`config.mk`:
```
export PLATFORM = sky130hd
export DESIGN_NAME = cory_burst_repeat
export DESIGN_NICKNAME = d
export VERILOG_FILES = /design/src/rtl/cory_burst_repeat.sv
export SDC_FILE = /design/constraint.sdc
export NUM_CORES = 1
export LEC_CHECK = 0
export ABC_AREA = 1
export CORE_MARGIN = 2
export CORE_UTILIZATION = 55
export CTS_BUF_LIST = sky130_fd_sc_hd__clkbuf_8
export DETAILED_ROUTE_END_ITERATION = 7
export HOLD_SLACK_MARGIN = 0.12
export PLACE_DENSITY = 0.75
export SETUP_SLACK_MARGIN = 0.15
export SLEW_MARGIN = 25
export SYNTH_ARGS = -nofsm -noshare
export SYNTH_HDL_FRONTEND = slang
export SYNTH_SLANG_ARGS = --single-unit
```
`constraint.sdc`:
```
create_clock -name clk -period 1.7 [get_ports clk]
set_input_delay 0.34 -clock clk [delete_from_list [all_inputs] [get_ports clk]]
set_output_delay 0.34 -clock clk [all_outputs]
set_load 0.05 [all_outputs]
```
`src/rtl/cory_burst_repeat.sv`:
```
// cory_burst_repeat: captures one burst while passing it through, then replays it from a buffer for the remaining passes.
module cory_burst_repeat #(
  parameter int N  = 8,
  parameter int W  = 8,
  parameter int D  = 16,
  parameter int LW = 5
) (
  input  logic          clk,
  input  logic          reset_n,
  input  logic          i_cmd_v,
  input  logic [W-1:0]  i_cmd_cnt,
  input  logic [LW-1:0] i_cmd_len,
  output logic          o_cmd_r,
  input  logic          i_a_v,
  input  logic [N-1:0]  i_a_d,
  output logic          o_a_r,
  output logic          o_z_v,
  output logic [N-1:0]  o_z_d,
  output logic          o_z_last,
  output logic          o_z_blast,
  output logic [W-1:0]  o_z_cnt,
  output logic [LW-1:0] o_z_idx,
  input  logic          i_z_r,
  output logic          o_err
);
  typedef enum logic [2:0] {IDLE, PASS, REPLAY, DRAIN, ERR} state_t;
  localparam int AW = (D > 1) ? $clog2(D) : 1;
  localparam logic [LW-1:0] DMAX = LW'(D);
  state_t state_q;
  logic [W-1:0] cnt_q, pass_q;
  logic [LW-1:0] len_q, idx_q;
  logic [N-1:0] buf_q [D];
  logic hs, wrap, fin, done;
  always_comb begin
    hs   = state_q == PASS ? i_a_v & i_z_r : state_q == REPLAY ? i_z_r : (state_q == DRAIN) & i_a_v;
    wrap = idx_q == len_q - LW'(1);
    fin  = pass_q == cnt_q - W'(1);
    // a drain has no passes, so its only wrap is also its completion
    done = hs & wrap & (fin | (state_q == DRAIN));
  end
  always_ff @(posedge clk or negedge reset_n)
    if (!reset_n) begin
      state_q <= IDLE;
      cnt_q   <= '0;
      len_q   <= '0;
      pass_q  <= '0;
      idx_q   <= '0;
    end else begin
      case (state_q)
        IDLE: if (i_cmd_v) begin
          cnt_q   <= i_cmd_cnt;
          len_q   <= i_cmd_len;
          pass_q  <= '0;
          idx_q   <= '0;
          state_q <= (i_cmd_len == '0 || i_cmd_len > DMAX) ? ERR : (i_cmd_cnt == '0 ? DRAIN : PASS);
        end
        ERR: state_q <= IDLE;
        default: if (hs) begin
          idx_q <= wrap ? '0 : idx_q + LW'(1);
          if (wrap) begin
            pass_q  <= done ? '0 : pass_q + W'(1);
            state_q <= done ? IDLE : REPLAY;
          end
        end
      endcase
    end
  always_ff @(posedge clk)
    if (state_q == PASS && hs) buf_q[idx_q[AW-1:0]] <= i_a_d;
  assign o_z_v     = state_q == PASS ? i_a_v : state_q == REPLAY;
  assign o_z_d     = state_q == PASS ? i_a_d : state_q == REPLAY ? buf_q[idx_q[AW-1:0]] : '0;
  assign o_a_r     = state_q == PASS ? i_z_r : state_q == DRAIN;
  assign o_z_last  = o_z_v & wrap;
  assign o_z_blast = o_z_last & fin;
  assign o_cmd_r   = done | (state_q == ERR);
  assign o_err     = state_q == ERR;
  assign o_z_cnt   = pass_q;
  assign o_z_idx   = idx_q;
endmodule
```
==> impl_metrics.env <==
export IMPL_ys_ff_latch=157
export IMPL_finalCritPeriodShare=1.54
export IMPL_grt_overflow=0
export IMPL_rsz0062_at_grt="true"
export IMPL_nNetsFinal=873
export IMPL_syn_inst=671
export IMPL_die_area_mm2=0.0139
export IMPL_rows=41
export IMPL_die_w_um=118
export IMPL_clk_pin_slew_ns=0.10
export IMPL_clock_latency_ns=0.48
export IMPL_clkSinkCount=157
export IMPL_grt_pass1_wl_um=31400
export IMPL_ir_drop_v=0.000834
export IMPL_slew_violations=0
export IMPL_cp_start_kind="flop"
export IMPL_drtIter0Drc=943
export IMPL_diodes=0
export IMPL_cp_max_fo=4
export IMPL_final_common_cell="edfxtp_1"
export IMPL_synth_distinct_cells=36
export IMPL_cp_data_required_time_ns=1.36
export IMPL_finClkSkew_ns=0.0278
export IMPL_clk_path_buf_depth=2
export IMPL_outcome="finished, violations left"
export IMPL_io_pins=53
export IMPL_max_freq_mhz=381
export IMPL_grt_usage=0.300
export IMPL_antenna_found_initial=0
export IMPL_violations="setup timing"
export IMPL_wl_per_cell_um=24.7
export IMPL_yosysWarnings=0
export IMPL_tightest_slew_ns=0.438
export IMPL_avgSynthCellArea_um2=10.6
export IMPL_cts_tree="yes"
export IMPL_hold_violations=0
export IMPL_drt_drc_violations_left=0
export IMPL_p_leak_nw=4.00
export IMPL_drt_total_wl_um=25400
export IMPL_worstSetupPathType="reg -> out"
export IMPL_htreeDepth=4
export IMPL_tns_ns=-25.64
export IMPL_port_buffers=52
export IMPL_setup_ws_ns=-0.926
export IMPL_p_per_area_mw_per_mm2=1700
export IMPL_slew_headroom=0.708
export IMPL_cts_root_buf="clkbuf_8"
export IMPL_dr_pass1_iters=6
export IMPL_post_dp_hpwl_um=13300
export IMPL_synth_nets=704
export IMPL_gp_congestion=0.901
export IMPL_worstPathArrival_ns=2.29
export IMPL_setup_viol=172
export IMPL_dpl_cell_area_mm2=0.00886
export IMPL_ys_seq_area_frac=0.640
export IMPL_ant_nets=0
export IMPL_grt_start_max_net_pins=43
export IMPL_postLayoutCellArea_mm2=0.0105
export IMPL_maxCapViolCount=0
export IMPL_power_mw=17.9
export IMPL_nFillCells=578
export IMPL_vias=6468
export IMPL_die_h_um=118
export IMPL_core_region_area_mm2=0.0126
export IMPL_drive_gt1_frac=0.440
export IMPL_period_minus_slack_ns=2.63
export IMPL_start_util=0.565
export IMPL_end_kind="output pin"
export IMPL_holdWs_ns=0.273
export IMPL_grt_pass1_vias=5830
export IMPL_synthesis_area_mm2=0.00714
export IMPL_cts_inserted_buffers=17
export IMPL_synthToLayoutAreaGrowth_pct=47.2
export IMPL_vias_per_cell=6.31
export IMPL_hold_path_class="in -> async"
export IMPL_final_cell_mix="edfxtp_1 (128), buf_4 (81), nor2_1 (68)"
per-stage QoR:
| stage | worst slack [ns] | instances | util |
|---|---|---|---|
| floorplan | -0.440 | 671 | - |
| global placement | -0.358 | 946 | 0.702 |
| detailed placement | -0.396 | 946 | 0.702 |
| CTS | -0.823 | 996 | 0.777 |
| global route | -1.03 | 1025 | 0.832 |
| finish | -0.926 | 1025 | 0.832 |
timing repair:
item / in CTS / in global routing
hold buffers: 0 / 0
gates cloned: 0 / 7
endpoints found under the setup margin: 175 / 184
setup buffers: 18 / 22
pin swaps: 34 / 44
gates resized for setup: 99 / 123
cells in the mapped netlist, drive strengths merged:
cell type  instances  area (um2)
a21oi             12        67.6
buf               19         119
clkbuf            11        42.5
clkinv             3        16.3
dfrtp             29         726
edfxtp           128        3840
ha                 7        87.6
inv               38         145
nand2            107         402
nand3             41         228
nand3b             2        15.0
nand4              6        43.8
nor2             108         448
nor3               2        10.0
nor3b              1        7.51
nor4               1        6.26
o211ai             1        7.51
o21ai            101         536
o22ai             34         213
or2                1        6.26
xnor2              7        61.3
xor2              12         105
report_power, final:
group	switching [mW]	leakage, nW	total [mW]	internal [mW]
registers	0.381	1.50	4.79	4.41
logic	6.07	2.30	10.2	4.16
clock network	1.54	0.199	2.87	1.33
layer usage:
layer  part of all wire  GRT usage  up-vias  wire length (um)
met1               0.35      0.381     3102              8810
li1                   -          -     2701                 -
met2               0.50      0.495      536             12700
met4              0.052      0.137        0              1330
met5                  0          0        -                 0
met3               0.10     0.0659      129              2530
cell families after synthesis:
logic type / after synthesis / share of synthesized area
and+or+nand+nor: 269 / 0.163
buffers and inverters: 71 / 0.0452
AOI/OAI and AO/OA: 148 / 0.115
adders and majority gates: 7 / 0.0123
DFF: 157 / 0.640
xor gates and xnor gates: 19 / 0.0233
sequential cells by signal, summed over array words and instances, names as in the netlist:
register / count
state_q: 3
len_q: 5
o_z_idx: 5
o_z_cnt: 8
cnt_q: 8
buf_q: 128
worst paths after layout:
path	start	endpoint	slack, ns	cells past startpoint
worst min-delay path	reset_n	o_z_idx[3]$_DFFE_PN0P_	0.27	2
max in group asynchronous	reset_n	o_z_cnt[0]$_DFFE_PN0P_	1.07	2
min in group clk	i_cmd_cnt[5]	cnt_q[5]$_DFFE_PN0P_	0.46	3
worst max register to register	state_q[0]$_DFFE_PN0P_	o_z_idx[3]$_DFFE_PN0P_	-0.33	14
worst min register to register	cnt_q[7]$_DFFE_PN0P_	cnt_q[7]$_DFFE_PN0P_	0.60	2
worst max-delay path	cnt_q[4]$_DFFE_PN0P_	o_cmd_r	-0.93	12
layout make-up:
class,instances,area [um2],share of cell area
inverter,41,200,0.0191
timing repair buffer,179,1990,0.189
timing repair inverter,1,8.76,0.000834
tap,172,215,0.0205
multi-input combinational,443,3100,0.295
clock buffer,17,234,0.0223
sequential,157,4590,0.437
clock inverter,15,164,0.0156
worst max-delay path: stages (launching register included):
cell	delay [ns]
dfrtp_1	0.46
nor2_2	0.21
nand2_1	0.12
nor2_1	0.14
nand2_1	0.09
nand2_1	0.09
nand2_1	0.08
nor2_2	0.13
nand2_4	0.10
nand2_2	0.10
nand2_4	0.07
o21ai_4	0.07
buf_12	0.15
Power figures use the tool's default switching activity.
